$ cat src/rtl/trdb_pkg.sv
// Shared types, sizes and frame helpers for the trace encapsulator.
package trdb_pkg;

    typedef enum logic {ENC_IDLE, ENC_SEND} encap_state_e;

    localparam int unsigned ENCAP_HDR_BYTES     = 1;
    localparam int unsigned ENCAP_MAX_PKT_BYTES = 16;
    localparam int unsigned ENCAP_MAX_BEATS     = 5;
    localparam int unsigned ENCAP_BEAT_BYTES    = 4;
    localparam int unsigned ENCAP_LEN_W         = 5;
    localparam int unsigned ENCAP_BEATS_W       = 3;
    localparam int unsigned ENCAP_DATA_W        = ENCAP_MAX_PKT_BYTES * 8;
    localparam int unsigned ENCAP_FRAME_W       = ENCAP_MAX_BEATS * ENCAP_BEAT_BYTES * 8;

    // Queued packet: clamped byte length plus payload.
    typedef struct packed {
        logic [ENCAP_LEN_W-1:0]  len;
        logic [ENCAP_DATA_W-1:0] data;
    } encap_pkt_t;

    // Header byte followed by the first len payload bytes; everything above is zero.
    function automatic logic [ENCAP_FRAME_W-1:0] encap_build_frame(input encap_pkt_t pkt);
        logic [ENCAP_FRAME_W-1:0] frame;
        frame      = '0;
        frame[7:0] = {3'b000, pkt.len};
        for (int unsigned i = 0; i < ENCAP_MAX_PKT_BYTES; i++) begin
            if (ENCAP_LEN_W'(i) < pkt.len) begin
                frame[8*(i+1) +: 8] = pkt.data[8*i +: 8];
            end
        end
        return frame;
    endfunction

    // Beats needed for header plus len bytes, rounded up to whole beats.
    function automatic logic [ENCAP_BEATS_W-1:0] encap_beat_count(input logic [ENCAP_LEN_W-1:0] len);
        logic [ENCAP_LEN_W:0] sum;
        sum = (ENCAP_LEN_W+1)'(len) + (ENCAP_LEN_W+1)'(ENCAP_HDR_BYTES + ENCAP_BEAT_BYTES - 1);
        return ENCAP_BEATS_W'(sum >> 2);
    endfunction

endpackage

$ cat src/rtl/trdb_fifo.sv
// Generic synchronous FIFO with occupancy count; DEPTH must be a power of two.
module trdb_fifo #(
    parameter int unsigned WIDTH = 133,
    parameter int unsigned DEPTH = 8
) (
    input  logic                       clk_i,
    input  logic                       rst_ni,
    input  logic                       push,
    input  logic [WIDTH-1:0]           wdata,
    input  logic                       pop,
    output logic [WIDTH-1:0]           rdata_c,
    output logic                       full_c,
    output logic                       empty_c,
    output logic [$clog2(DEPTH+1)-1:0] count
);

    localparam int unsigned PTR_W = (DEPTH > 1) ? $clog2(DEPTH) : 1;
    localparam int unsigned CNT_W = $clog2(DEPTH+1);

    logic [WIDTH-1:0] mem [DEPTH];
    logic [PTR_W-1:0] wr_ptr_q;
    logic [PTR_W-1:0] rd_ptr_q;
    logic [CNT_W-1:0] count_q;
    logic             push_ok;
    logic             pop_ok;

    assign full_c  = (count_q == CNT_W'(DEPTH));
    assign empty_c = (count_q == '0);
    assign push_ok = push && !full_c;
    assign pop_ok  = pop && !empty_c;
    assign rdata_c = mem[rd_ptr_q];
    assign count   = count_q;

    // Storage array; contents are don't-care until written.
    always_ff @(posedge clk_i) begin
        if (push_ok) begin
            mem[wr_ptr_q] <= wdata;
        end
    end

    // Pointers and occupancy.
    always_ff @(posedge clk_i or negedge rst_ni) begin
        if (!rst_ni) begin
            wr_ptr_q <= '0;
            rd_ptr_q <= '0;
            count_q  <= '0;
        end else begin
            if (push_ok) wr_ptr_q <= wr_ptr_q + PTR_W'(1);
            if (pop_ok)  rd_ptr_q <= rd_ptr_q + PTR_W'(1);
            case ({push_ok, pop_ok})
                2'b10:   count_q <= count_q + CNT_W'(1);
                2'b01:   count_q <= count_q - CNT_W'(1);
                default: count_q <= count_q;
            endcase
        end
    end

endmodule

$ cat src/rtl/trdb_encapsulator.sv
// Queues trace packets, frames each with a length header and streams it as 32-bit beats.
module trdb_encapsulator
    import trdb_pkg::*;
#(
    parameter int unsigned PKT_W = 128,
    parameter int unsigned DEPTH = 8,
    parameter int unsigned OUT_W = 32,
    parameter int unsigned HI_WM = 6,
    parameter int unsigned LO_WM = 2
) (
    input  logic                       clk_i,
    input  logic                       rst_ni,
    input  logic                       pkt_valid_i,
    input  logic [4:0]                 pkt_length_i,
    input  logic [PKT_W-1:0]           pkt_data_i,
    output logic                       encapsulator_ready_o,
    output logic                       pkt_drop_o,
    output logic [$clog2(DEPTH+1)-1:0] fill_o,
    output logic                       beat_valid_o,
    output logic [OUT_W-1:0]           beat_data_o,
    output logic                       beat_last_o,
    input  logic                       beat_ready_i
);

    localparam int unsigned FILL_W = $clog2(DEPTH+1);

    encap_state_e             state_q, state_d;
    logic [ENCAP_FRAME_W-1:0] frame_q, frame_d;
    logic [ENCAP_BEATS_W-1:0] left_q, left_d;
    logic                     valid_q, valid_d;
    logic [OUT_W-1:0]         data_q, data_d;
    logic                     last_q, last_d;
    logic                     ready_q, ready_d;
    logic                     drop_q, drop_d;

    logic [ENCAP_LEN_W-1:0]   len_clamp_c;
    logic                     pkt_req_c;
    logic                     push_c;
    logic                     pop_c;
    encap_pkt_t               wr_pkt_c;
    encap_pkt_t               rd_pkt_c;
    logic                     full_c;
    logic                     empty_c;
    logic [ENCAP_FRAME_W-1:0] load_frame_c;
    logic [ENCAP_BEATS_W-1:0] load_beats_c;
    logic [FILL_W-1:0]        fill_nxt_c;

    // Length clamp and push/drop decision against the pre-edge full flag.
    always_comb begin
        len_clamp_c   = (pkt_length_i > 5'd16) ? ENCAP_LEN_W'(ENCAP_MAX_PKT_BYTES) : pkt_length_i;
        pkt_req_c     = pkt_valid_i && (pkt_length_i != 5'd0);
        push_c        = pkt_req_c && !full_c;
        drop_d        = pkt_req_c && full_c;
        wr_pkt_c.len  = len_clamp_c;
        wr_pkt_c.data = ENCAP_DATA_W'(pkt_data_i);
    end

    trdb_fifo #(
        .WIDTH ($bits(encap_pkt_t)),
        .DEPTH (DEPTH)
    ) u_fifo (
        .clk_i   (clk_i),
        .rst_ni  (rst_ni),
        .push    (push_c),
        .wdata   (wr_pkt_c),
        .pop     (pop_c),
        .rdata_c (rd_pkt_c),
        .full_c  (full_c),
        .empty_c (empty_c),
        .count   (fill_o)
    );

    assign load_frame_c = encap_build_frame(rd_pkt_c);
    assign load_beats_c = encap_beat_count(rd_pkt_c.len);

    // Serializer next state: frame_q always holds the current beat in its low word.
    always_comb begin
        state_d = state_q;
        frame_d = frame_q;
        left_d  = left_q;
        valid_d = valid_q;
        data_d  = data_q;
        last_d  = last_q;
        pop_c   = 1'b0;

        unique case (state_q)
            ENC_IDLE: begin
                if (!empty_c) begin
                    pop_c   = 1'b1;
                    state_d = ENC_SEND;
                    frame_d = load_frame_c;
                    left_d  = load_beats_c;
                    valid_d = 1'b1;
                    data_d  = load_frame_c[OUT_W-1:0];
                    last_d  = (load_beats_c == ENCAP_BEATS_W'(1));
                end
            end
            ENC_SEND: begin
                if (valid_q && beat_ready_i) begin
                    if (last_q) begin
                        if (!empty_c) begin
                            pop_c   = 1'b1;
                            frame_d = load_frame_c;
                            left_d  = load_beats_c;
                            valid_d = 1'b1;
                            data_d  = load_frame_c[OUT_W-1:0];
                            last_d  = (load_beats_c == ENCAP_BEATS_W'(1));
                        end else begin
                            state_d = ENC_IDLE;
                            frame_d = '0;
                            left_d  = '0;
                            valid_d = 1'b0;
                            data_d  = '0;
                            last_d  = 1'b0;
                        end
                    end else begin
                        frame_d = frame_q >> OUT_W;
                        left_d  = left_q - ENCAP_BEATS_W'(1);
                        data_d  = frame_d[OUT_W-1:0];
                        last_d  = (left_q == ENCAP_BEATS_W'(2));
                    end
                end
            end
            default: state_d = ENC_IDLE;
        endcase
    end

    // Ready hysteresis on the post-edge fill level.
    always_comb begin
        ready_d    = ready_q;
        fill_nxt_c = fill_o + FILL_W'(push_c) - FILL_W'(pop_c);
        if (fill_nxt_c >= FILL_W'(HI_WM)) begin
            ready_d = 1'b0;
        end else if (fill_nxt_c <= FILL_W'(LO_WM)) begin
            ready_d = 1'b1;
        end
    end

    // State and output registers.
    always_ff @(posedge clk_i or negedge rst_ni) begin
        if (!rst_ni) begin
            state_q <= ENC_IDLE;
            frame_q <= '0;
            left_q  <= '0;
            valid_q <= 1'b0;
            data_q  <= '0;
            last_q  <= 1'b0;
            ready_q <= 1'b1;
            drop_q  <= 1'b0;
        end else begin
            state_q <= state_d;
            frame_q <= frame_d;
            left_q  <= left_d;
            valid_q <= valid_d;
            data_q  <= data_d;
            last_q  <= last_d;
            ready_q <= ready_d;
            drop_q  <= drop_d;
        end
    end

    assign encapsulator_ready_o = ready_q;
    assign pkt_drop_o           = drop_q;
    assign beat_valid_o         = valid_q;
    assign beat_data_o          = data_q;
    assign beat_last_o          = last_q;

endmodule

$ cat config.mk
export PLATFORM = sky130hd
export DESIGN_NAME = trdb_encapsulator
export DESIGN_NICKNAME = d
export VERILOG_FILES = /design/src/rtl/trdb_pkg.sv /design/src/rtl/trdb_fifo.sv /design/src/rtl/trdb_encapsulator.sv
export SDC_FILE = /design/constraint.sdc
export NUM_CORES = 1
export LEC_CHECK = 0
export BUFFER_PORTS_ARGS = -buffer_cell sky130_fd_sc_hd__clkbuf_2
export CORE_ASPECT_RATIO = 2
export CORE_MARGIN = 1
export CORE_UTILIZATION = 60
export DETAILED_ROUTE_END_ITERATION = 8
export GPL_ROUTABILITY_DRIVEN = 0
export PLACE_DENSITY_LB_ADDON = 0.15
export SKIP_LAST_GASP = 1
export SYNTH_ARGS = -nofsm -noshare
export SYNTH_HDL_FRONTEND = slang
export SYNTH_SLANG_ARGS = --single-unit
$ cat constraint.sdc
create_clock -name clk_i -period 23.1 [get_ports clk_i]
set_clock_uncertainty 0.2 [all_clocks]
set_input_delay 3.465 -clock clk_i [delete_from_list [all_inputs] [get_ports clk_i]]
set_output_delay 3.465 -clock clk_i [all_outputs]
set_load 0.05 [all_outputs]
==> results of run 1 <==
-- power by group --
part / internal [mW] / switching (mW) / leakage (nW) / total [mW]
Sequential: 2.80 / 0.207 / 11.5 / 3.01
Clock: 0.937 / 0.748 / 1.58 / 1.68
Combinational: 0.830 / 1.35 / 4.46 / 2.18
Total: 4.57 / 2.30 / 17.6 / 6.87
-- cells in the mapped netlist (2+ instances only) --
master,number,area share
a211oi_1,3,0.00048
a21o_1,3,0.00048
a21oi_1,112,0.012
a22o_1,3,0.00056
a22oi_1,18,0.0029
a32oi_1,27,0.0050
and2_1,2,0.00027
and3_1,13,0.0017
buf_1,4,0.00032
buf_2,38,0.0040
buf_4,46,0.0073
buf_6,4,0.00096
clkbuf_1,67,0.0053
dfrtp_1,153,0.081
edfxtp_1,1064,0.68
fa_1,2,0.00085
ha_1,15,0.0040
inv_1,16,0.0013
mux2_2,33,0.0079
mux2i_1,120,0.025
mux2i_2,2,0.00058
mux2i_4,2,0.00096
mux4_2,258,0.12
nand2_1,59,0.0047
nand2b_1,4,0.00053
nand3_1,3,0.00032
nor2_1,98,0.0078
nor2b_1,5,0.00066
nor3_1,4,0.00042
o211ai_1,8,0.0013
o21a_1,2,0.00032
o21ai_0,72,0.0076
o21ai_1,3,0.00032
o21ai_2,4,0.00074
o22ai_1,22,0.0029
o31ai_1,13,0.0021
xnor2_1,5,0.00093
xor2_1,5,0.00093
-- layout make-up --
type / instances / share of cell area
diodes: 3 / 0.000144
clock buffers: 140 / 0.0538
clock inverters: 42 / 0.00819
inverters: 17 / 0.00122
multi-input cells: 932 / 0.201
flip-flops and latches: 1218 / 0.687
well taps: 1029 / 0.0247
repair buffers: 219 / 0.0237
-- path summary, 6_finish.rpt --
kind	start	to	slack, ns
setup / recovery	pkt_length_i[4]	u_fifo.mem[3][115]	16.57
hold / removal	frame_q[109]	frame_q[109]	0.28
setup reg to reg	u_fifo.rd_ptr_q[0]	frame_q[119]	18.64
hold reg to reg	frame_q[109]	frame_q[109]	0.28
max in group asynchronous	rst_ni	u_fifo.rd_ptr_q[2]	18.38
min in group asynchronous	rst_ni	u_fifo.wr_ptr_q[1]	2.63
-- stage by stage --
step	hold slack, ns	instance area, um2	power, mW	instances
3_5_place_dp	0.265	48900	5.26	3415
4_1_cts	0.280	52100	6.93	3597
5_1_grt	0.317	52100	7.14	3598
2_1_floorplan	0.242	47100	4.59	2326
3_3_place_gp	0.266	48900	5.21	3415
6_report	0.281	52100	6.87	3600
-- worst min-delay path, stage by stage (launching register included) --
cell,delay [ns]
dfrtp_1,0.34
nand2_1,0.05
o21ai_0,0.06
-- cell families (layout without fill, tap and decap cells) --
logic type	after synthesis	in the layout	synth area share
other cells	0	3	0
fa+ha+maj	17	17	0.00483
flops	1218	1218	0.760
simple gates	194	194	0.0174
xor+xnor	10	10	0.00186
compound gates	296	296	0.0383
mux	415	415	0.158
buf+inv	176	418	0.0193
-- layer usage --
layer	track usage	wire, um
met5	0	95
met2	0.471	56300
met1	0.355	40600
met4	0.0984	3480
met3	0.0475	6290
-- registers in the layout, summed over array words and instances, names as in the netlist --
name and cells:
beat_valid_o 1, beat_last_o 1, encapsulator_ready_o 1, u_fifo.mem 1064, beat_data_o 31, u_fifo.rd_ptr_q 3
frame_q 105, pkt_drop_o 1, left_q 3, state_q 1, u_fifo.wr_ptr_q 3, u_fifo.count 4
==> results.py, run 1 <==
metrics = {
    "detailed_routing": {
        "firstDrtPassIters": 5,
        "via_count": 22900,
        "routed_wl_um": 107000,
        "drc_errors": 0,
        "drt_iter0_drc": 1894,
        "wire_per_inst_um": 29.7,
        "routed_via_density": 6.36,
        "antenna_left": 0,
    },
    "logic_synthesis": {
        "ys_seq_area_frac": 0.760,
        "synth_ff_type": "edfxtp_1",
        "synth_cell_types": 52,
        "yosys_register_bits": 1218,
        "synthArstFlopShare": 0.126,
        "ys_warn_count": 0,
        "post_synth.cell_area_avg_um2": 20.3,
        "syn_nets": 2480,
        "synth_area_um2": 47100,
        "synthCells": 2326,
        "synth_edf_count": 1064,
    },
    "placed_design": {
        "dpl_worst_slack_ns": 15.86,
        "port_buffers": 176,
        "dp_hpwl_um": 63600,
    },
    "global_route": {
        "grt_overflow": 0,
        "grt_max_degree": 134,
        "grt_pass1_wl_um": 157000,
        "track_usage": 0.275,
        "grt_pass1_vias": 23500,
        "antenna_found_initial": 11,
    },
    "timing": {
        "final.period_utilization": 0.283,
        "period_minus_slack_ns": 6.53,
        "worst_pin_slew_ns": 1.32,
        "slew_headroom": 0.118,
        "rsz0062_at_grt": "no",
        "fin_tns_setup_ns": 0,
        "slew_violations": 0,
        "max_freq_ghz": 0.153,
        "setup_viol": 0,
        "hold_viol_final": 0,
        "layout_setup_ws_ns": 16.57,
    },
    "clock_tree": {
        "cts_made_buffers": 98,
        "clkTransAtPathRegs_ns": 0.06,
        "hold_buffers": 0,
        "cts-htree-levels": 3,
        "cts_sinks": 1218,
        "cts_resized": 0,
        "post_cts_buffers": 0,
        "clock_latency_ns": 0.69,
        "cts_buffer_depth": 3,
        "root_buffer": "clkbuf_16",
        "cts_tree": "yes",
    },
    "layout": {
        "final_common_cell": "edfxtp_1",
        "fin_util": 0.670,
        "fill_cells": 5024,
        "register_area_um2": 35800,
        "syn2layout_area_growth_pct": 10.6,
        "final_cell_mix": "1064 x edfxtp_1, 258 x mux4_2, 175 x clkbuf_2, 150 x dfrtp_1, 120 x mux2i_1",
        "multi_input_area_um2": 10500,
        "layout-drive-gt1-share": 0.267,
        "nets": 2640,
    },
    "worst_setup_path": {
        "path_delay_family": "buffers and inverters",
        "path_buf_inv": 3,
        "slowest_delay_ns": 0.71,
        "crit_path_start_kind": "input pin",
        "cp_cell_sequence": "clkbuf_2 -> or4_1 -> o21ai_0 -> a21oi_1 -> nand2_1 -> nor2_4 -> buf_4 -> buf_4",
        "path_max_fanout": 43,
        "reg2reg_depth": 5,
        "cp.depth": 8,
        "crit_path_end_kind": "register",
        "critical_path_arrival_ns": 6.65,
        "crit_top_cell": "buf_4",
        "cp.required_ns": 23.22,
        "critical_path_class": "in -> reg",
        "slowest_stage": "buf_4",
    },
    "die": {
        "die_w_um": 200,
        "die_y_um": 398,
        "die_area_um2": 79700,
        "start_util": 0.605,
        "row_count": 145,
        "io_pins": 177,
        "core-area_um2": 77800,
    },
    "hold_path": {
        "hold_path.class": "reg -> reg",
        "worstHoldPathCells": 2,
    },
    "job": {
        "cap_viol_max_count": 0,
    },
    "pwr": {
        "p_per_area_nw_per_um2": 132,
        "leakage_nw": 17.6,
        "ir_worst_vdd_mv": 0.0961,
    },
    "outcome": {
        "status": "completed",
    },
}
No activity file was read; power rests on OpenSTA's default activity.
==> run 2, diff against run 1 <==
==> constraint.sdc (replaced) <==
create_clock -name clk_i -period 6.44 [get_ports clk_i]
set_clock_uncertainty 0.2 [all_clocks]
set_input_delay 0.966 -clock clk_i [delete_from_list [all_inputs] [get_ports clk_i]]
set_output_delay 0.966 -clock clk_i [all_outputs]
set_load 0.05 [all_outputs]
==> run 2 against run 1 <==
Against the previous run:
- power rose to 3.6 times the previous value
- count of clock-buffer cells in the layout down 15
- flip-flop and latch count unchanged
- worst setup slack got worse by 15 ns
- final area barely moved
- utilization is essentially flat
- final cell count about the same
- register-to-register slack worse by 17 ns
- critical path depth down 3
- wire length fell by 0.27%
- highest routed layer unchanged
- sequential power increased to 3.6 times the previous value
==> results.py, run 2 (same netlist as run 1, synthesis figures left out) <==
metrics = {
    "timing": {
        "setup_viol": 0,
        "hold_viol_final": 0,
        "rsz0062_at_grt": "no",
        "final.period_utilization": 0.683,
        "fin_tns_setup_ns": 0,
        "slew_headroom": 0.211,
        "slew_violations": 0,
        "layout_setup_ws_ns": 2.04,
        "worst_pin_slew_ns": 1.18,
        "max_freq_ghz": 0.227,
        "period_minus_slack_ns": 4.40,
    },
    "clock_tree": {
        "clkTransAtPathRegs_ns": 0.07,
        "cts_buffer_depth": 3,
        "post_cts_buffers": 0,
        "cts_tree": "yes",
        "cts-htree-levels": 3,
        "cts_sinks": 1218,
        "root_buffer": "clkbuf_16",
        "cts_made_buffers": 100,
        "clock_latency_ns": 0.68,
    },
    "die": {
        "io_pins": 177,
        "die_area_um2": 79700,
        "die_w_um": 200,
        "row_count": 145,
        "start_util": 0.605,
        "core-area_um2": 77800,
        "die_y_um": 398,
    },
    "worst_setup_path": {
        "critical_path_class": "reg -> reg",
        "slowest_stage": "mux2i_1",
        "cp.required_ns": 6.78,
        "crit_path_start_kind": "register",
        "critical_path_arrival_ns": 4.74,
        "path_max_fanout": 39,
        "path_buf_inv": 0,
        "slowest_delay_ns": 0.90,
        "cp_cell_sequence": "mux4_2 -> mux2i_1 -> nand2_1 -> o31ai_4 -> o22ai_1",
        "path_delay_family": "multiplexers",
        "crit_path_end_kind": "register",
    },
    "global_route": {
        "track_usage": 0.272,
        "grt_pass1_vias": 23600,
        "grt_overflow": 0,
        "grt_max_degree": 134,
        "grt_pass1_wl_um": 156000,
        "antenna_found_initial": 13,
    },
    "outcome": {
        "status": "completed",
    },
    "detailed_routing": {
        "drc_errors": 0,
        "wire_per_inst_um": 29.6,
        "firstDrtPassIters": 5,
        "routed_via_density": 6.38,
        "via_count": 23000,
        "drt_iter0_drc": 1815,
        "antenna_left": 0,
        "routed_wl_um": 106000,
    },
    "pwr": {
        "leakage_nw": 17.5,
        "ir_worst_vdd_mv": 0.324,
        "p_per_area_nw_per_um2": 469,
    },
    "layout": {
        "fill_cells": 5022,
        "syn2layout_area_growth_pct": 10.7,
        "final_cell_mix": "1064 x edfxtp_1, 258 x mux4_2, 175 x clkbuf_2, 150 x dfrtp_1, 120 x mux2i_1",
        "final_area_um2": 52100,
        "regMostFlops": "u_fifo.mem",
        "layout-drive-gt1-share": 0.263,
        "fin_cells": 3599,
        "final_common_cell": "edfxtp_1",
        "nets": 2636,
        "largest_register_ffs": 1064,
    },
    "placed_design": {
        "dpl_worst_slack_ns": 2.12,
        "dp_hpwl_um": 61800,
        "post-place-cells": 3408,
        "port_buffers": 176,
        "placed_cell_area_um2": 49000,
    },
    "job": {
        "cap_viol_max_count": 0,
    },
    "hold_path": {
        "hold_path.class": "reg -> reg",
    },
}
-- run 2: cell count changes in the layout (fill, tap and decap cells not counted), sizes merged --
cell / previous run / this run
clkbuf: 315 / 300
clkinv: 30 / 45
buf: 44 / 37
inv: 17 / 21
bufinv: 8 / 5
diode: 3 / 6
clkinvlp: 4 / 5
dlygate4sd3: 0 / 1
-- run 2: power by group --
| part | switching [mW] | internal (mW) |
|---|---|---|
| sequential | 0.770 | 10.0 |
| clock | 2.72 | 3.14 |
| combinational | 4.77 | 3.02 |
-- run 2: final cells by class --
type,instances,area (um2),area share
diodes,6,15.0,0.000288
multi-input cells,932,10500,0.201
flip-flops and latches,1218,35800,0.687
well taps,1029,1290,0.0247
clock inverters,59,434,0.00833
inverters,17,63.8,0.00122
clock buffers,125,2670,0.0512
repair buffers,213,1360,0.0260
-- run 2: worst paths after layout --
path / from / end / slack [ns] / cells after the start
max in group asynchronous: rst_ni / u_fifo.rd_ptr_q[2] / 4.20 / 3
hold reg to reg: frame_q[109] / frame_q[109] / 0.27 / 2
setup reg to reg: u_fifo.rd_ptr_q[2] / beat_data_o[27] / 2.04 / 5
min in group asynchronous: rst_ni / pkt_drop_o / 0.59 / 2
setup / recovery: u_fifo.rd_ptr_q[2] / beat_data_o[27] / 2.04 / 5
hold / removal: frame_q[109] / frame_q[109] / 0.27 / 2
-- run 2: metrics by stage --
stage                     power (mW)  hold slack, ns   util
final                           24.5           0.273  0.670
after global routing            25.4           0.317  0.670
after CTS                       24.7           0.282  0.670
after detailed placement        18.8           0.267  0.630
after global placement          18.7           0.260  0.630
after floorplan                 16.4           0.242      -
-- run 2: routing by layer --
metal,vias up,track usage,share of wire
met5,-,0,0.0010
met4,18,0.117,0.041
met3,182,0.0524,0.061
met2,807,0.456,0.52
met1,12200,0.351,0.38
li1,9747,-,-
-- run 2: worst reg2reg max path: cells and delay by family, from the launching register on --
| kind | cells | cell delay, ns |
|---|---|---|
| mux | 2 | 1.37 |
| simple gates | 1 | 0.85 |
| compound gates | 2 | 0.97 |
| flops | 1 | 0.87 |
-- run 2: repair_timing --
action,4_1_cts,5_1_grt
hold buffers,1,0
hold endpoints to repair,5,0
resized for setup,0,0
